--- src/rtl/sd_init_sequencer_pkg.sv ---
// Shared definitions for the SDIO init sequencer: command indices, fail codes,
// R4/R6 field positions and the FSM/step encodings.
package sd_init_sequencer_pkg;

  localparam logic [5:0] CMD0 = 6'd0;
  localparam logic [5:0] CMD3 = 6'd3;
  localparam logic [5:0] CMD5 = 6'd5;
  localparam logic [5:0] CMD7 = 6'd7;

  localparam logic [3:0] FAIL_NONE     = 4'd0;
  localparam logic [3:0] FAIL_NO_CARD  = 4'd1;
  localparam logic [3:0] FAIL_TIMEOUT  = 4'd2;
  localparam logic [3:0] FAIL_STACK    = 4'd3;
  localparam logic [3:0] FAIL_VOLTAGE  = 4'd4;
  localparam logic [3:0] FAIL_RETRIES  = 4'd5;
  localparam logic [3:0] FAIL_RCA_ZERO = 4'd6;

  localparam int R4_READY_BIT = 31;
  localparam int R4_FUNCS_MSB = 30;
  localparam int R4_FUNCS_LSB = 28;
  localparam int R4_MEM_BIT   = 27;
  localparam int R4_OCR_MSB   = 23;
  localparam int R6_RCA_MSB   = 31;
  localparam int R6_RCA_LSB   = 16;

  typedef enum logic [2:0] {
    ST_IDLE,
    ST_ISSUE,
    ST_WAIT,
    ST_RETRY_DLY,
    ST_DONE,
    ST_FAIL
  } state_t;

  typedef enum logic [2:0] {
    STEP_CMD0,
    STEP_CMD5P,
    STEP_CMD5S,
    STEP_CMD3,
    STEP_CMD7
  } step_t;

  function automatic logic [5:0] step_cmd(input step_t step);
    case (step)
      STEP_CMD0:              return CMD0;
      STEP_CMD5P, STEP_CMD5S: return CMD5;
      STEP_CMD3:              return CMD3;
      default:                return CMD7;
    endcase
  endfunction

  // The timer flags zero one load-value after loading, so an N-cycle window loads N-1.
  function automatic logic [31:0] cycles_to_load(input logic [31:0] cycles);
    return (cycles == 32'd0) ? 32'd0 : cycles - 32'd1;
  endfunction

endpackage

--- src/rtl/sd_init_timer.sv ---
// Loadable 32-bit down-counter with a zero flag; shared by the response
// timeout and the CMD5 retry delay.
module sd_init_timer (
  input  logic        clk,
  input  logic        rst_n,
  input  logic        load,
  input  logic [31:0] load_value,
  input  logic        dec,
  output logic        zero
);

  logic [31:0] count;

  // Load wins over decrement; the count holds at zero rather than wrapping.
  always_ff @(posedge clk or negedge rst_n) begin
    if (!rst_n) begin
      count <= 32'd0;
    end else if (load) begin
      count <= load_value;
    end else if (dec && count != 32'd0) begin
      count <= count - 32'd1;
    end
  end

  assign zero = (count == 32'd0);

endmodule

--- src/rtl/sd_init_sequencer.sv ---
// Brings an SDIO card from power-up to the transfer state via
// CMD0 -> CMD5 probe -> CMD5 set (retried) -> CMD3 -> CMD7.
module sd_init_sequencer
  import sd_init_sequencer_pkg::*;
#(
  parameter logic [23:0] OCR_VOLTAGE = 24'h300000,
  parameter logic [15:0] MAX_RETRIES = 16'd1000,
  parameter logic [31:0] RETRY_DELAY = 32'd10000,
  parameter logic [31:0] RSP_TIMEOUT = 32'd500000
) (
  input  logic         clk,
  input  logic         rst_n,
  input  logic         i_start,
  input  logic         i_card_detect,
  output logic         o_busy,
  output logic         o_done,
  output logic         o_fail,
  output logic [3:0]   o_fail_code,
  output logic [15:0]  o_rca,
  output logic [23:0]  o_ocr,
  output logic [2:0]   o_num_funcs,
  output logic         o_mem_present,
  output logic         o_cmd_en,
  output logic [5:0]   o_cmd,
  output logic [31:0]  o_cmd_arg,
  output logic         o_rsp_long_flag,
  input  logic         i_sd_ready,
  input  logic         i_cmd_finished_en,
  input  logic [127:0] i_rsp,
  input  logic         i_error_flag
);

  state_t      state;
  step_t       step;
  logic [15:0] retry_count;
  logic [15:0] retry_next;
  logic        timer_load;
  logic        timer_dec;
  logic [31:0] timer_value;
  logic        timer_zero;
  logic        unused_rsp_bits;

  assign o_rsp_long_flag = 1'b0;
  assign unused_rsp_bits = ^{i_rsp[127:32], i_rsp[26:24]};
  assign retry_next      = (retry_count == 16'hFFFF) ? retry_count : retry_count + 16'd1;

  // The timeout is armed every cycle spent in ISSUE so it is fresh when the
  // strobe goes out; any finish in WAIT arms the retry delay, which only
  // matters if the next state is RETRY_DLY.
  always_comb begin
    timer_load  = 1'b0;
    timer_value = cycles_to_load(RSP_TIMEOUT);
    if (state == ST_ISSUE) begin
      timer_load = 1'b1;
    end else if (state == ST_WAIT && i_cmd_finished_en) begin
      timer_load  = 1'b1;
      timer_value = cycles_to_load(RETRY_DELAY);
    end
  end

  assign timer_dec = (state == ST_WAIT) || (state == ST_RETRY_DLY);

  sd_init_timer u_timer (
    .clk        (clk),
    .rst_n      (rst_n),
    .load       (timer_load),
    .load_value (timer_value),
    .dec        (timer_dec),
    .zero       (timer_zero)
  );

  task automatic enter_fail(input logic [3:0] code);
    o_fail      <= 1'b1;
    o_fail_code <= code;
    o_busy      <= 1'b0;
    state       <= ST_FAIL;
  endtask

  always_ff @(posedge clk or negedge rst_n) begin
    if (!rst_n) begin
      state         <= ST_IDLE;
      step          <= STEP_CMD0;
      retry_count   <= 16'd0;
      o_busy        <= 1'b0;
      o_done        <= 1'b0;
      o_fail        <= 1'b0;
      o_fail_code   <= FAIL_NONE;
      o_rca         <= 16'd0;
      o_ocr         <= 24'd0;
      o_num_funcs   <= 3'd0;
      o_mem_present <= 1'b0;
      o_cmd_en      <= 1'b0;
      o_cmd         <= 6'd0;
      o_cmd_arg     <= 32'd0;
    end else begin
      o_cmd_en <= 1'b0;
      case (state)
        ST_IDLE, ST_DONE, ST_FAIL: begin
          if (i_start) begin
            o_done        <= 1'b0;
            o_fail        <= 1'b0;
            o_fail_code   <= FAIL_NONE;
            o_rca         <= 16'd0;
            o_ocr         <= 24'd0;
            o_num_funcs   <= 3'd0;
            o_mem_present <= 1'b0;
            retry_count   <= 16'd0;
            step          <= STEP_CMD0;
            if (!i_card_detect) begin
              enter_fail(FAIL_NO_CARD);
            end else begin
              o_busy <= 1'b1;
              state  <= ST_ISSUE;
            end
          end
        end
        default: begin
          // Card removal outranks everything else while busy.
          if (!i_card_detect) begin
            enter_fail(FAIL_NO_CARD);
          end else begin
            case (state)
              ST_ISSUE: begin
                if (i_sd_ready) begin
                  o_cmd    <= step_cmd(step);
                  o_cmd_en <= 1'b1;
                  state    <= ST_WAIT;
                  case (step)
                    STEP_CMD5S: o_cmd_arg <= {8'h00, OCR_VOLTAGE};
                    STEP_CMD7:  o_cmd_arg <= {o_rca, 16'h0000};
                    default:    o_cmd_arg <= 32'd0;
                  endcase
                end
              end
              ST_WAIT: begin
                if (i_cmd_finished_en) begin
                  if (i_error_flag && step != STEP_CMD0) begin
                    enter_fail(FAIL_STACK);
                  end else begin
                    case (step)
                      STEP_CMD0: begin
                        step  <= STEP_CMD5P;
                        state <= ST_ISSUE;
                      end
                      STEP_CMD5P, STEP_CMD5S: begin
                        o_ocr         <= i_rsp[R4_OCR_MSB:0];
                        o_num_funcs   <= i_rsp[R4_FUNCS_MSB:R4_FUNCS_LSB];
                        o_mem_present <= i_rsp[R4_MEM_BIT];
                        if (step == STEP_CMD5P) begin
                          if ((i_rsp[R4_OCR_MSB:0] & OCR_VOLTAGE) == 24'd0) begin
                            enter_fail(FAIL_VOLTAGE);
                          end else begin
                            step        <= STEP_CMD5S;
                            retry_count <= 16'd0;
                            state       <= ST_ISSUE;
                          end
                        end else if (i_rsp[R4_READY_BIT]) begin
                          step  <= STEP_CMD3;
                          state <= ST_ISSUE;
                        end else if (retry_next >= MAX_RETRIES) begin
                          retry_count <= retry_next;
                          enter_fail(FAIL_RETRIES);
                        end else begin
                          retry_count <= retry_next;
                          state       <= ST_RETRY_DLY;
                        end
                      end
                      STEP_CMD3: begin
                        o_rca <= i_rsp[R6_RCA_MSB:R6_RCA_LSB];
                        if (i_rsp[R6_RCA_MSB:R6_RCA_LSB] == 16'd0) begin
                          enter_fail(FAIL_RCA_ZERO);
                        end else begin
                          step  <= STEP_CMD7;
                          state <= ST_ISSUE;
                        end
                      end
                      default: begin
                        o_done <= 1'b1;
                        o_busy <= 1'b0;
                        state  <= ST_DONE;
                      end
                    endcase
                  end
                end else if (timer_zero) begin
                  enter_fail(FAIL_TIMEOUT);
                end
              end
              ST_RETRY_DLY: begin
                if (timer_zero) begin
                  state <= ST_ISSUE;
                end
              end
              default: begin
                state <= ST_IDLE;
              end
            endcase
          end
        end
      endcase
    end
  end

endmodule

--- config.mk ---
export PLATFORM = sky130hd
export DESIGN_NAME = sd_init_sequencer
export DESIGN_NICKNAME = d
export VERILOG_FILES = /design/src/rtl/sd_init_sequencer_pkg.sv /design/src/rtl/sd_init_timer.sv /design/src/rtl/sd_init_sequencer.sv
export SDC_FILE = /design/constraint.sdc
export NUM_CORES = 1
export LEC_CHECK = 0
export ABC_CLOCK_PERIOD_IN_PS = 5800
export BUFFER_PORTS_ARGS = -buffer_cell sky130_fd_sc_hd__clkbuf_2
export CAP_MARGIN = 20
export CORE_MARGIN = 2
export CORE_UTILIZATION = 45
export CTS_BUF_LIST = sky130_fd_sc_hd__clkbuf_4 sky130_fd_sc_hd__clkbuf_8
export CTS_CLUSTER_DIAMETER = 50
export DETAILED_ROUTE_END_ITERATION = 16
export PLACE_DENSITY = 0.82
export SETUP_SLACK_MARGIN = 0.15
export SLEW_MARGIN = 20
export SYNTH_ARGS = -nofsm -noshare
export SYNTH_HDL_FRONTEND = slang
export SYNTH_HIERARCHICAL = 1
export SYNTH_SLANG_ARGS = --single-unit
--- constraint.sdc ---
create_clock -name clk -period 5.8 [get_ports clk]
set_clock_uncertainty 0.15 [all_clocks]
set_input_delay 0.58 -clock clk [delete_from_list [all_inputs] [get_ports clk]]
set_output_delay 0.58 -clock clk [all_outputs]
set_load 0.05 [all_outputs]
Word-level counts from Yosys, hierarchy flattened
Index checks and enable logic that the tools add are counted.
{"block": "word_totals", "register_bits": 144, "input_bits": 135, "output_inout_bits": 91, "elab_cells": 202}
{"block": "op_classes", "n_addsub": 2, "n_lt_le_gt_ge": 1, "eq_ne": 29, "n_mux": 124, "bitwise_logic": 1, "reduce_logical": 30}
{"operator": "$mux W16", "count": 17}
{"operator": "$mux W24", "count": 7}
{"operator": "$mux W32", "count": 3}
{"operator": "$mux W3", "count": 30}
{"operator": "$pmux W32 S2", "count": 1}
{"operator": "$mux W4", "count": 12}
{"operator": "$mux W1", "count": 46}
{"operator": "$pmux W3 S3", "count": 4}
{"operator": "$logic_not A32 Y1", "count": 1}
{"operator": "$reduce_bool A32 Y1", "count": 1}
{"operator": "$sub A32 B1 Y32 const B", "count": 1}
{"operator": "$logic_not A24 Y1", "count": 1}
{"operator": "$reduce_and A8 Y1", "count": 3}
{"operator": "$ne A7 B7 Y1 const B", "count": 3}
{"operator": "$mux W19", "count": 1}
{"operator": "$reduce_and A6 Y1", "count": 3}
{"operator": "$add A16 B1 Y16 const B", "count": 1}
{"operator": "$eq A16 B16 Y1 const B", "count": 1}
{"operator": "$ge A16 B10 Y1 const B", "count": 1}
{"operator": "$logic_not A16 Y1", "count": 1}
{"operator": "$eq A3 B2 Y1 const B", "count": 4}
{"operator": "$reduce_bool A2 Y1", "count": 6}
{"operator": "$eq A3 B3 Y1 const B", "count": 3}
{"operator": "$reduce_and A9 Y1", "count": 1}
{"operator": "other kinds (26)", "count": 35}

Logic depth before layout (Yosys ltp)
{"block": "logic_depth", "depth_word": 12, "depth_mapped": 11, "mapped_depth_nobuf": 11}

Modules after synthesis
Netlist, hierarchy kept.
{"mod": "sd_init_sequencer", "instances": 1, "cells_per_inst": 567, "area_each_um2": 4884.7, "seq_area_each_um2": 2302.2}
{"mod": "sd_init_timer", "instances": 1, "cells_per_inst": 229, "area_each_um2": 1990.7, "seq_area_each_um2": 800.8}

Least setup slack after synthesis
Ideal clock, no wire load.
{"block": "synth_path", "kind": "register to register", "from": "register u_timer.count[24]", "to": "register o_fail_code[0]", "setup_time_ns": 0.128, "arrival_time_ns": 3.206, "required_ns": 5.522, "setup_slack_ns": 2.316, "stages_incl_launch_ff": 11, "n_path_buf": 1, "synth_period_minus_slack_ns": 3.484, "path_cell_list": "dfrtp_1 > or4_1 > or3_1 > clkbuf_1 > nor4_2 > nor3_1 > a221o_1 > nor4_2 > o21ai_1 > a21oi_2 > mux2_1"}
{"block": "synth_between", "elab_chain_len": 3}
{"item": "from (decl)", "line_no": "sd_init_timer.sv:12", "rtl": "logic [31:0] count;"}
{"item": "from (signal assigned)", "line_no": "sd_init_timer.sv:19", "rtl": "count <= load_value;"}
{"item": "from (signal assigned)", "line_no": "sd_init_timer.sv:21", "rtl": "count <= count - 32'd1;"}
{"item": "$logic_not A32 Y1", "line_no": "sd_init_timer.sv:25", "rtl": "assign zero = (count == 32'd0);"}
{"item": "named net timer_zero", "line_no": "sd_init_sequencer.sv:40", "rtl": "logic timer_zero;"}
{"item": "$ne A4 B1 Y1 (no source line)"}
{"item": "$reduce_and A8 Y1 (no source line)"}
{"item": "to (signal assigned)", "line_no": "sd_init_sequencer.sv:87", "rtl": "o_fail_code <= FAIL_NONE;"}
{"item": "to (signal assigned)", "line_no": "sd_init_sequencer.sv:102", "rtl": "o_fail_code <= FAIL_NONE;"}
{"item": "to (decl)", "line_no": "sd_init_sequencer.sv:18", "rtl": "output logic [3:0] o_fail_code,"}
The timed path passes the listed nets, and every way through them passes these cells.
A chain may end at the register's enable or synchronous reset.

Worst setup path after layout
{"block": "layout_path", "from": "register u_timer.count[24]", "to": "register o_fail_code[1]"}
The elaborated chain is that of the path after synthesis.

==> flow_summary_export.csv <==
group,metric,value,unit
cts,cts_htree_levels,4,
cts,tritoncts,"built",
setup_path,crit_top_cell,"nor4_2",
global_routing,grt_pass1_wl,26610,µm
detailed_routing,vias_per_cell,5.688,
cts,cts.sinks,124,
detailed_routing,wirelength_met1,7267,µm
cts,cts_hold_buf,0,
worst_hold_path,hold_class,"in -> async",
detailed_routing,wl,16310,µm
global_routing,grt_pass1_vias,5446,
power_and_ir_drop,leakagePower,3.464,nW
placed_design,place_inst,1070,
global_routing,antenna_found_initial,0,
detailed_routing,drt_first_pass_iters,5,
global_routing,grt_max_degree,65,
flow_run,drv_cap,0,
placed_design,place_congestion,0.9236,
final_layout,diodes,0,
power_and_ir_drop,peakVddDrop,0.1481,mV
sta,slew_violations,0,
cts,clk_path_buf_depth,2,
detailed_routing,wl_met3,1037,µm
power_and_ir_drop,finalPower,3.109,mW
cts,cts_buffers,17,
synthesis,syn-cell-area,6875,µm²
detailed_routing,wl_met2,7864,µm
setup_path,r2r-start,"u_timer/count[24]",
die,core_region_area,15090,µm²
cts,root_buffer,"clkbuf_8",
synthesis,ys.flop_type,"dfrtp_1",
setup_path,reg2regPathDepth,10,
final_layout,final_layout_size_suffix_gt1_share,19.34,%
setup_path,path_max_fanout,11,
final_layout,areaGrowthSynthToFinish,14.98,%
setup_path,r2r_slack,2240,ps
detailed_routing,highest_layer,"met4",
die,io_pins,226,
final_layout,fill_cells,1395,
detailed_routing,drtIter0Drc,483,
cts,cts_resized,0,
synthesis,ys_ff_latch,124,
die,start_util,45.56,%
setup_path,worstPathRequired,5970,ps
synthesis,synth_top_area_cell,"dfrtp_1",
placed_design,pre_cts_ws,2251,ps
synthesis,synth.top_cell.area_share,45.13,%
run_status,run_status,"finished, final reports clean",
die,fp.dieArea,16280,µm²
synthesis,synth-edff-count,0,
placed_design,post-dp-hpwl,11160,µm
final_layout,final_nets,1039,
final_layout,layout.area.seq,3103,µm²
setup_path,worstReg2RegEnd,"o_fail_code[1]",
die,die_y,127.6,µm
global_routing,overflow,0,
sta,slew_headroom,33.69,%
synthesis,yosysWarnings,6,
synthesis,yosys-top-cells-area,"dfrtp_1 45%, nand2_1 8.0%, o21ai_0 5.2%",
sta,period_share,61.38,%
setup_path,path_class,"reg -> reg",
sta,fin_crit,3560,ps
cts,cts.clk_slew.worst_paths,80,ps
power_and_ir_drop,p_per_area,393.3,nW/µm²
final_layout,multi_input_area,3492,µm²
sta,worst_pin_slew,994.6,ps
setup_path,slowest_stage,"or4_1",
setup_path,critPathCaptureType,"register",
die,die_x,127.6,µm
setup_path,path_cells,"or4_1 > or3_1 > nor4_2 > buf_4 > nor3_1 > a221o_1 > nor4_2 > o21ai_1 > a21oi_2 > mux2_1",
die,rows,45,
synthesis,syn_inst,796,
sta,rsz0062_at_grt,"no",
cts,clk_latency,440,ps
setup_path,slowest_delay,640,ps
setup_path,crit_arrival,3730,ps
sta,hold_viol,0,
synthesis,syn_avg_cell_area,8.637,µm²
sta,setup_ws,2240,ps
placed_design,port_buffers,108,
detailed_routing,via_count,6274,
sta,finalSetupViolations,0,
cts,post_cts_buffers,0,
detailed_routing,ant_nets,0,
sta,fmax,0.2809,GHz
final_layout,utilization,52.39,%
global_routing,grt_use_total,19.96,%
final_layout,final_cell_count_no_fill,1103,
sta,setup_tns,0,ps
synthesis,yosysSeqAreaShare,45.13,%
detailed_routing,drc,0,
setup_path,start_kind,"register",
synthesis,synth.distinct_cells,70,
detailed_routing,wl_per_cell,14.78,µm
synthesis,synthArstFlopShare,100.0,%
==> stage by stage <==
stage,area (µm²),hold WS [ps]
2_1_floorplan,7041,134.4
6_report,7905,62.37
5_1_grt,7905,118.2
3_3_place_gp,7468,303.4
3_5_place_dp,7480,304.2
4_1_cts,7891,85.43
==> synthesized netlist by cell type, types with 4 or more instances <==
cell type    n
o31ai_1     14
o41ai_1      7
clkbuf_1    32
dfrtp_1    124
a2bb2oi_1    4
a41oi_1      5
o21a_1       5
nand4_1     12
nor2_1      56
or4_1       16
mux2_1       4
nand2_1    146
inv_1       14
or3_1       19
nor4_1      10
and3_1       7
and2_1       4
o21ai_1     19
o21ai_0     72
a21oi_1     25
a31oi_1     31
xor2_1       4
nor3_1      14
buf_2       13
or2_2        4
buf_4       24
o22a_1       7
and4_1       5
nand3_1     31
==> where the power goes <==
group | internal [mW] | leakage, nW | switching (mW)
Sequential | 1.03 | 1.61 | 0.175
Combinational | 0.360 | 1.66 | 0.758
Clock | 0.398 | 0.200 | 0.393
Total | 1.78 | 3.46 | 1.33
==> how the worst max path moves through the flow <==
stage	slack (ps)	start	cells after the start	to
2_1_floorplan	2320	u_timer/count[24]	10	o_fail_code[0]
3_3_place_gp	2300	u_timer/count[24]	10	o_fail_code[1]
3_5_place_dp	2250	u_timer/count[24]	10	o_fail_code[1]
4_1_cts	2240	u_timer/count[24]	10	o_fail_code[1]
5_1_grt	2110	u_timer/count[24]	10	o_fail_code[0]
6_report	2240	u_timer/count[24]	10	o_fail_code[1]
==> logic make-up after synthesis <==
kind of cell               count (synthesis)  synth area share, %
xor gates and xnor gates                   6               0.7643
DFF                                      124                45.13
muxes                                      8                1.274
adders and majority gates                  2               0.3639
buffers and inverters                     88                6.679
AOI/OAI and AO/OA                        210                19.20
and+or+nand+nor                          356                26.48
other                                      2               0.1092
==> state kept, by name, summed over array words and instances (netlist names) <==
name and cells:
o_rca 16, o_num_funcs 3, o_fail_code 3, o_busy 1, o_ocr 24, state 3, step 3, o_cmd 3
u_timer/count 32, retry_count 16, o_fail 1, o_done 1, o_cmd_arg 16, o_mem_present 1, o_cmd_en 1
==> final cells by class <==
cell class / count / area share, %
Clock inverter: 15 / 2.248
Clock buffer: 17 / 2.960
Sequential cell: 124 / 39.25
Tap cell: 188 / 2.976
Timing Repair Buffer: 116 / 7.676
Inverter: 15 / 0.7123
Multi-Input combinational cell: 628 / 44.18
==> metal layers <==
layer / vias up / GRT usage, %
met5: - / 0
met4: 0 / 6.529
met3: 13 / 4.313
met2: 230 / 31.61
met1: 2999 / 27.43
li1: 3032 / -
==> placed cells by master (no fill, tap or decap), types with 8 or more instances in the layout <==
| master | Yosys | routed |
|---|---|---|
| nand2_1 | 146 | 145 |
| clkbuf_2 | 0 | 107 |
| buf_4 | 24 | 8 |
| dfrtp_1 | 124 | 124 |
| o21ai_0 | 72 | 72 |
| conb_1 | 2 | 46 |
| inv_1 | 14 | 14 |
| a21oi_1 | 25 | 25 |
| nand3_1 | 31 | 31 |
| nor2_1 | 56 | 56 |
| clkbuf_8 | 0 | 17 |
| o21ai_1 | 19 | 19 |
| o31ai_1 | 14 | 14 |
| or4_1 | 16 | 16 |
| or3_1 | 19 | 19 |
| nor4_1 | 10 | 10 |
| nor3_1 | 14 | 14 |
| a31oi_1 | 31 | 31 |
| nand4_1 | 12 | 12 |
==> critical path: cells and delay by family, from the launching register on <==
kind,cells,cell delay [ps]
AND/OR/NAND/NOR,5,1700
multiplexers,1,350
flip-flops,1,410
buffers and inverters,1,210
AO/OA/AOI/OAI,3,630
Power figures use the tool's default switching activity.
